## src/rtl/mc_pkg.sv

```systemverilog
// Shared types and constants for the multi-cycle RV64-subset sequencer.
package mc_pkg;

    // One state per instruction phase; TRAP is terminal until reset.
    typedef enum logic [3:0] {
        S_FETCH    = 4'd0,
        S_DECODE   = 4'd1,
        S_EXEC_R   = 4'd2,
        S_WB_R     = 4'd3,
        S_MEM_ADDR = 4'd4,
        S_MEM_RD   = 4'd5,
        S_WB_LD    = 4'd6,
        S_MEM_WR   = 4'd7,
        S_BRANCH   = 4'd8,
        S_TRAP     = 4'd9
    } mc_state_t;

    localparam logic [6:0] OP_RTYPE = 7'b0110011;
    localparam logic [6:0] OP_LD    = 7'b0000011;
    localparam logic [6:0] OP_SD    = 7'b0100011;
    localparam logic [6:0] OP_BEQ   = 7'b1100011;

    localparam logic [1:0] ALUOP_ADD   = 2'b00;
    localparam logic [1:0] ALUOP_SUB   = 2'b01;
    localparam logic [1:0] ALUOP_FUNCT = 2'b10;

    localparam logic [1:0] SRCB_RS2     = 2'b00;
    localparam logic [1:0] SRCB_FOUR    = 2'b01;
    localparam logic [1:0] SRCB_IMM     = 2'b10;
    localparam logic [1:0] SRCB_IMM_SH1 = 2'b11;

    // Full set of datapath controls driven by the sequencer.
    typedef struct packed {
        logic       pc_write;
        logic       pc_write_cond;
        logic       i_or_d;
        logic       ir_write;
        logic       mem_read;
        logic       mem_write;
        logic       mem_to_reg;
        logic       reg_write;
        logic       alu_src_a;
        logic [1:0] alu_src_b;
        logic [1:0] alu_op;
        logic       pc_source;
        logic       illegal_op;
    } mc_ctrl_t;

endpackage

```

## src/rtl/mc_retire_counter.sv

```systemverilog
// Wrapping retired-instruction counter.
module mc_retire_counter
    import mc_pkg::*;
#(
    parameter int CNT_W = 32
) (
    input  logic             clk,
    input  logic             rst_n,
    input  logic             inc,
    output logic [CNT_W-1:0] count
);

    logic [CNT_W-1:0] count_q;

    // Count one per retire; natural overflow gives the wrap to zero.
    always_ff @(posedge clk or negedge rst_n) begin
        if (!rst_n)   count_q <= '0;
        else if (inc) count_q <= count_q + CNT_W'(1);
    end

    assign count = count_q;

endmodule

```

## src/rtl/multicycle_control.sv

```systemverilog
// Moore sequencer for the multi-cycle RV64 subset datapath (R, ld, sd, beq).
module multicycle_control
    import mc_pkg::*;
#(
    parameter int width_instruc = 7,
    parameter int CNT_W         = 32
) (
    input  logic                     clk,
    input  logic                     rst_n,
    input  logic [width_instruc-1:0] opcode,
    input  logic                     zero,
    input  logic                     mem_ready,
    output logic                     PCWrite,
    output logic                     PCWriteCond,
    output logic                     IorD,
    output logic                     IRWrite,
    output logic                     MemRead,
    output logic                     MemWrite,
    output logic                     MemtoReg,
    output logic                     RegWrite,
    output logic                     ALUSrcA,
    output logic [1:0]               ALUSrcB,
    output logic [1:0]               ALUOp,
    output logic                     PCSource,
    output logic                     illegal_op,
    output logic [CNT_W-1:0]         instr_count
);

    mc_state_t state_q, state_d;
    mc_ctrl_t  ctrl;
    logic      run_q;
    logic      retire;

    // The branch decision (PCWriteCond & zero) is formed in the datapath.
    logic unused_zero;
    assign unused_zero = zero;

    // Cleared asynchronously by reset, set on the first edge after release:
    // holds every output at 0 and freezes the FSM until then, so the first
    // fetch request shows up in the cycle after rst_n deasserts.
    always_ff @(posedge clk or negedge rst_n) begin
        if (!rst_n) run_q <= 1'b0;
        else        run_q <= 1'b1;
    end

    // State register.
    always_ff @(posedge clk or negedge rst_n) begin
        if (!rst_n) state_q <= S_FETCH;
        else        state_q <= state_d;
    end

    // Next-state and retire decode.
    always_comb begin
        state_d = state_q;
        retire  = 1'b0;
        if (run_q) begin
            case (state_q)
                S_FETCH: if (mem_ready) state_d = S_DECODE;
                S_DECODE: begin
                    if (opcode == width_instruc'(OP_RTYPE))
                        state_d = S_EXEC_R;
                    else if (opcode == width_instruc'(OP_LD) ||
                             opcode == width_instruc'(OP_SD))
                        state_d = S_MEM_ADDR;
                    else if (opcode == width_instruc'(OP_BEQ))
                        state_d = S_BRANCH;
                    else
                        state_d = S_TRAP;
                end
                S_EXEC_R: state_d = S_WB_R;
                S_WB_R: begin
                    state_d = S_FETCH;
                    retire  = 1'b1;
                end
                // IR is stable here; anything but ld/sd means it was corrupted.
                S_MEM_ADDR: begin
                    if (opcode == width_instruc'(OP_LD))      state_d = S_MEM_RD;
                    else if (opcode == width_instruc'(OP_SD)) state_d = S_MEM_WR;
                    else                                      state_d = S_TRAP;
                end
                S_MEM_RD: if (mem_ready) state_d = S_WB_LD;
                S_WB_LD: begin
                    state_d = S_FETCH;
                    retire  = 1'b1;
                end
                S_MEM_WR: begin
                    if (mem_ready) begin
                        state_d = S_FETCH;
                        retire  = 1'b1;
                    end
                end
                S_BRANCH: begin
                    state_d = S_FETCH;
                    retire  = 1'b1;
                end
                S_TRAP:  state_d = S_TRAP;
                default: state_d = S_FETCH;
            endcase
        end
    end

    // Output decode from state; only IRWrite/PCWrite also look at mem_ready.
    always_comb begin
        ctrl = '0;
        if (run_q) begin
            case (state_q)
                S_FETCH: begin
                    ctrl.mem_read  = 1'b1;
                    ctrl.alu_src_b = SRCB_FOUR;
                    ctrl.alu_op    = ALUOP_ADD;
                    ctrl.ir_write  = mem_ready;
                    ctrl.pc_write  = mem_ready;
                end
                S_DECODE: begin
                    ctrl.alu_src_b = SRCB_IMM_SH1;
                    ctrl.alu_op    = ALUOP_ADD;
                end
                S_EXEC_R: begin
                    ctrl.alu_src_a = 1'b1;
                    ctrl.alu_src_b = SRCB_RS2;
                    ctrl.alu_op    = ALUOP_FUNCT;
                end
                S_WB_R: ctrl.reg_write = 1'b1;
                S_MEM_ADDR: begin
                    ctrl.alu_src_a = 1'b1;
                    ctrl.alu_src_b = SRCB_IMM;
                    ctrl.alu_op    = ALUOP_ADD;
                end
                S_MEM_RD: begin
                    ctrl.i_or_d   = 1'b1;
                    ctrl.mem_read = 1'b1;
                end
                S_WB_LD: begin
                    ctrl.reg_write  = 1'b1;
                    ctrl.mem_to_reg = 1'b1;
                end
                S_MEM_WR: begin
                    ctrl.i_or_d    = 1'b1;
                    ctrl.mem_write = 1'b1;
                end
                S_BRANCH: begin
                    ctrl.alu_src_a     = 1'b1;
                    ctrl.alu_src_b     = SRCB_RS2;
                    ctrl.alu_op        = ALUOP_SUB;
                    ctrl.pc_write_cond = 1'b1;
                    ctrl.pc_source     = 1'b1;
                end
                S_TRAP:  ctrl.illegal_op = 1'b1;
                default: ctrl = '0;
            endcase
        end
    end

    assign PCWrite     = ctrl.pc_write;
    assign PCWriteCond = ctrl.pc_write_cond;
    assign IorD        = ctrl.i_or_d;
    assign IRWrite     = ctrl.ir_write;
    assign MemRead     = ctrl.mem_read;
    assign MemWrite    = ctrl.mem_write;
    assign MemtoReg    = ctrl.mem_to_reg;
    assign RegWrite    = ctrl.reg_write;
    assign ALUSrcA     = ctrl.alu_src_a;
    assign ALUSrcB     = ctrl.alu_src_b;
    assign ALUOp       = ctrl.alu_op;
    assign PCSource    = ctrl.pc_source;
    assign illegal_op  = ctrl.illegal_op;

    mc_retire_counter #(.CNT_W(CNT_W)) u_retire_cnt (
        .clk   (clk),
        .rst_n (rst_n),
        .inc   (retire),
        .count (instr_count)
    );

endmodule

```

## config.mk

```make
export PLATFORM = sky130hd
export DESIGN_NAME = multicycle_control
export DESIGN_NICKNAME = d
export VERILOG_FILES = /design/src/rtl/mc_pkg.sv /design/src/rtl/mc_retire_counter.sv /design/src/rtl/multicycle_control.sv
export SDC_FILE = /design/constraint.sdc
export NUM_CORES = 1
export LEC_CHECK = 0
export ABC_AREA = 0
export ABC_CLOCK_PERIOD_IN_PS = 4900
export CAP_MARGIN = 40
export CELL_PAD_IN_SITES_DETAIL_PLACEMENT = 1
export CELL_PAD_IN_SITES_GLOBAL_PLACEMENT = 1
export CORE_MARGIN = 8
export CORE_UTILIZATION = 51
export CTS_CLUSTER_DIAMETER = 30
export DETAILED_ROUTE_END_ITERATION = 12
export DONT_BUFFER_PORTS = 1
export PLACE_DENSITY = 0.92
export SYNTH_ARGS = -nofsm -noshare
export SYNTH_HDL_FRONTEND = slang
export SYNTH_HIERARCHICAL = 1
export SYNTH_SLANG_ARGS = --single-unit
```

## constraint.sdc

```tcl
create_clock -name clk -period 4.9 [get_ports clk]
set_clock_uncertainty 0.1 [all_clocks]
set_input_delay 0 -clock clk [delete_from_list [all_inputs] [get_ports clk]]
set_output_delay 0 -clock clk [all_outputs]
set_load 0.05 [all_outputs]
```

Yosys cells after proc, flatten, opt, wreduce, memory -nomap -nowiden
Index checks and enable logic that the tools add are counted.
{"block": "word_totals", "in_bits": 11, "reg_bits": 37, "out_inout_bits": 47}
{"block": "op_classes", "reduce_logical": 8, "eq_ne": 16, "n_mux": 23, "n_addsub": 1}
{"cell": "adder 32 x 1 -> 32 bit (second input constant)", "n": 1}
{"cell": "two-way mux 4 bit", "n": 7}
{"cell": "one-hot mux 4 bit (7 select lines)", "n": 1}
{"cell": "one-hot mux 4 bit (5 select lines)", "n": 1}
{"cell": "== test 4 x 3 -> 1 bit (second input constant)", "n": 4}
{"cell": "two-way mux 15 bit", "n": 1}
{"cell": "== test 7 x 6 -> 1 bit (second input constant)", "n": 2}
{"cell": "two-way mux 1 bit", "n": 12}
{"cell": "== test 4 x 2 -> 1 bit (second input constant)", "n": 2}
{"cell": "== test 4 bit (second input constant)", "n": 2}
{"cell": "== test 7 x 2 -> 1 bit (second input constant)", "n": 1}
{"cell": "== test 7 bit (second input constant)", "n": 1}
{"cell": "!= test 2 bit (second input constant)", "n": 3}
{"cell": "OR reduction 2 bit", "n": 3}
{"cell": "OR reduction 3 bit", "n": 2}
{"cell": "== test 4 x 1 -> 1 bit (second input constant)", "n": 1}
{"cell": "zero test 4 bit", "n": 1}
{"cell": "AND reduction 4 bit", "n": 1}
{"cell": "one-hot mux 1 bit (2 select lines)", "n": 1}
{"cell": "logical OR 1 bit", "n": 1}

Logic depth before layout (Yosys ltp)
{"block": "logic_depth", "ltp_word": 5, "mapped_depth": 9, "depth_no_buf": 8}

By module
The synthesis kept the hierarchy.
{"mod": "mc_retire_counter", "cells_per_inst": 123, "area_each_um2": 1448.9, "n_inst": 1}
{"mod": "multicycle_control", "cells_per_inst": 93, "area_each_um2": 718.2, "n_inst": 1}

Worst setup path before layout
OpenSTA, ideal clock, no wires.
{"block": "synth_timing", "path_kind": "reg-to-output", "startpoint": "reg state_q[3]", "endpoint": "out ALUSrcA", "arrival_time_ps": 3214, "stages_incl_launch_ff": 5, "setup_slack_ps": 1586, "path_cell_list": "dfrtp_1 -> buf_4 -> xor2_1 -> nor2_1 -> a2111oi_0"}
{"block": "synth_between", "elab_chain_len": 4, "elab_cells_between_ends": 6, "classes_between": "eq/ne (3); mux (2); reduce/logical (1)"}
{"element": "from (decl)", "line_no": "multicycle_control.sv:29", "text": "mc_state_t state_q, state_d;"}
{"element": "from (signal assigned)", "line_no": "multicycle_control.sv:49", "text": "else state_q <= state_d;"}
{"element": "== test 4 bit (tied with other cells)", "line_no": "multicycle_control.sv:106", "text": "case (state_q)"}
{"element": "OR reduction 3 bit (no source line) (*)"}
{"element": "two-way mux 1 bit (*)", "line_no": "multicycle_control.sv:106"}
{"element": "two-way mux 15 bit (*)", "line_no": "multicycle_control.sv:105", "text": "if (run_q) begin"}
{"element": "to (decl)", "line_no": "multicycle_control.sv:21", "text": "output logic ALUSrcA,"}
Every way passes the cells marked *; elsewhere a longest branch is shown, timed or not.

Worst setup path after layout
{"block": "layout_timing", "startpoint": "reg state_q[3]", "endpoint": "reg u_retire_cnt.count_q[31] (netlist: u_retire_cnt/count[31])"}
{"block": "layout_between", "elab_chain_len": 4, "elab_cells_between_ends": 7, "classes_between": "eq/ne (4); mux (2); reduce/logical (1)"}
{"element": "== test 4 bit (tied with other cells)", "line_no": "multicycle_control.sv:57", "text": "case (state_q)"}
{"element": "OR reduction 3 bit (no source line)"}
{"element": "one-hot mux 1 bit (2 select lines) (*)", "line_no": "multicycle_control.sv:57"}
{"element": "two-way mux 1 bit (*)", "line_no": "multicycle_control.sv:56", "text": "if (run_q) begin"}
{"element": "named net retire", "line_no": "multicycle_control.sv:32", "text": "logic retire;"}
{"element": "to (signal assigned)", "line_no": "mc_retire_counter.sv:18", "text": "else if (inc) count_q <= count_q + CNT_W'(1);"}
{"element": "to (decl)", "line_no": "mc_retire_counter.sv:13", "text": "logic [CNT_W-1:0] count_q;"}
The timed path passes the listed nets; every way through them passes the cells marked *.
A chain may end at the register's enable or synchronous reset.

==> reports/qor.txt <==
#FFs+latches synth = 37
Antenna diodes = 0
reg2reg start = state_q[3]
top-count cell post-synth = dfrtp_1
detailed-route via count = 1796
hold_ws = 36.2 ps
adder-cell share of the synthesized area = 0.00577
Synth Area in Simple Gates = 0.284
initial antenna violation count = 0
largest cells by area after synthesis = dfrtp_1, xnor2_1, xor2_1
Reg power frac = 0.472
pwr dens = 419 nW/um2
synthesized cell area = 2170 um2
crit path from = state_q[3]
input/output buffers = 0
final worst setup slack = 1530 ps
main combinational cell family by area after synthesis = simple AND/OR/NAND/NOR gates
WL final = 6330 um
cts hold-fix bufs = 10
post-synthesis cell type count = 50
RSZ-0062 raised after global routing = no
Worst slew margin = 0.413
Mapped Cells = 216
area grow syn2layout = 14.3%
CTS sink cnt = 37
Die Wd = 81.2 um
number of synthesized flops with an enable pin = 0
vias per cell = 6.37
multiplexer share of the synthesized area = 0.00982
total global routing overflow = 0
switching pwr = 475 uW
endpoints failing setup = 0
XOR/XNOR Fraction of Synth Area = 0.129
first-pass GRT wire length = 10200 um
Cell Rows = 23
post_cts resized = 0
Placement Setup Slack = 1650 ps
Max Transition Viols Final = 0
CORE AREA = 4060 um2
die area = 6590 um2
post-CTS setup repair buffer count = 0
Clock Latency Late Sink = 290 ps
drt initial violations = 114
Avg Inst Size Synth = 10.0 um2
CTS Buffer Depth = 2
post-route ant nets = 0
sequential fraction of the synthesis area = 0.427
Total GRT Usage = 0.196
Leak = 1.09 nW
drt wl/cell = 22.4 um
fraction of registers with async set/reset = 1.00
clock network power share = 0.218
Worst Path Max Fanout = 15
design area = 2480 um2
placed cell areas = 2260 um2
Synth Net Count = 228
area leader, netlist = dfrtp_1
crit path DAT = 3440 ps
Synth top cells by count = dfrtp_1, xnor2_1, nand2_1
RD Place Congestion = 0.846
DRT Pass-1 Iters = 4
Root Buffer = clkbuf_8
vias in the first global route = 1880
largest net degree at the start of global routing = 38
max frequency = 0.296 GHz
share of the clock period used by the worst path = 0.689
H-tree levels = 2
Least-Margin Pin Slew = 872 ps
Crit. End Element = register
post-route minimum period = 3370 ps
endpoints failing hold = 0
Final TNS setup = 0 ps
CP Data Required Time = 4960 ps
share of layout cells above drive strength 1 = 0.151
TritonCTS clock tree = built
outcome = complete, no violations
post-synth top area share = 0.427
crit path launch type = register
IO Pins = 58
CTS buffer count = 5
Worst VDD drop = 0.312 mV
CTS clk-pin slew, worst paths = 80 ps
synth warn = 6
Compound-Gate Fraction of Synth Area = 0.103
CP Class = register to register
Net Sw Frac = 0.458
Hold Path Class = input pin to asynchronous set/reset pin
die height = 81.2 um
effective utilization at floorplan = 0.534
P_int = 563 uW
ys flop type = dfrtp_1
post-layout util = 0.611
DRC errors left = 0
Max-Cap Viols = 0
DP HPWL = 4340 um
Net count, final = 243
Comb pwr share = 0.310
==> stage by stage <==
| step | cells | power, mW |
|---|---|---|
| 2_1_floorplan | 216 | 0.709 |
| 3_3_place_gp | 262 | 0.766 |
| 3_5_place_dp | 263 | 0.791 |
| 4_1_cts | 281 | 1.03 |
| 5_1_grt | 282 | 1.09 |
| 6_report | 282 | 1.04 |
==> critical path, stage by stage (launching register included) <==
cell and delay [ps]:
dfrtp_1 690, inv_1 250, nor4_1 440, o21a_1 350, nand4_4 170, nor4_1 800
nand4_1 260, xnor2_1 190
==> cells by family after synthesis <==
group | count (synthesis)
flip-flops | 37
AND/OR/NAND/NOR | 99
buffers and inverters | 16
AO/OA/AOI/OAI | 28
adder cells (fa/ha/maj) | 1
XOR/XNOR | 32
multiplexers | 2
other | 1
==> metal layers <==
metal | vias up | track usage | share of wire
met5 | - | 0 | 0
met4 | 0 | 0.0446 | 0.0047
met3 | 4 | 0.0651 | 0.080
met2 | 63 | 0.330 | 0.52
met1 | 914 | 0.237 | 0.40
li1 | 815 | - | -
==> worst paths after layout <==
check / endpoint / slack (ps) / depth (start not counted)
setup / recovery: u_retire_cnt/count[31] / 1530 / 7
hold / removal: u_retire_cnt/count[31] / 40 / 2
setup reg to reg: u_retire_cnt/count[31] / 1530 / 7
hold reg to reg: state_q[0] / 730 / 2
max in group asynchronous: run_q / 4440 / 2
min in group clk: state_q[3] / 40 / 3
==> power groups by stage <==
stage	clock network (mW)	logic, mW	registers (mW)
2_1_floorplan	0	0.274	0.435
3_3_place_gp	0	0.276	0.490
3_5_place_dp	0	0.296	0.495
4_1_cts	0.233	0.314	0.488
5_1_grt	0.243	0.348	0.498
6_report	0.226	0.322	0.489
==> state kept, by name, indices dropped and copies added (netlist names) <==
register,cells
u_retire_cnt/count,32
state_q,4
run_q,1
==> area by class of cell <==
class,count,area [um2]
Tap cell,50,62.6
Clock inverter,2,13.8
Sequential cell,37,926
Timing Repair Buffer,18,178
Clock buffer,6,82.6
Multi-Input combinational cell,163,1190
Inverter,6,22.5
Fill cell,447,1580
==> placed cells by master (no fill, tap or decap), types with 3 or more instances in the layout <==
cell type	netlist	layout
xor2_1	13	13
nor2_1	8	8
and4_1	3	3
inv_1	6	6
and3_1	9	9
dlygate4sd3_1	0	9
clkbuf_8	0	6
buf_4	3	6
nor4_2	2	5
nor3_1	8	6
a21oi_1	6	6
nor2b_1	3	3
nand3_1	10	10
o21ai_0	6	6
nand2b_1	4	4
nor4_1	8	5
nor3b_1	3	3
dfrtp_1	37	37
a211oi_1	3	3
nor3_2	1	3
nand2_1	15	15
xnor2_1	19	19
nand4_1	10	10
and2_1	4	4
No activity file was read; power rests on OpenSTA's default activity.
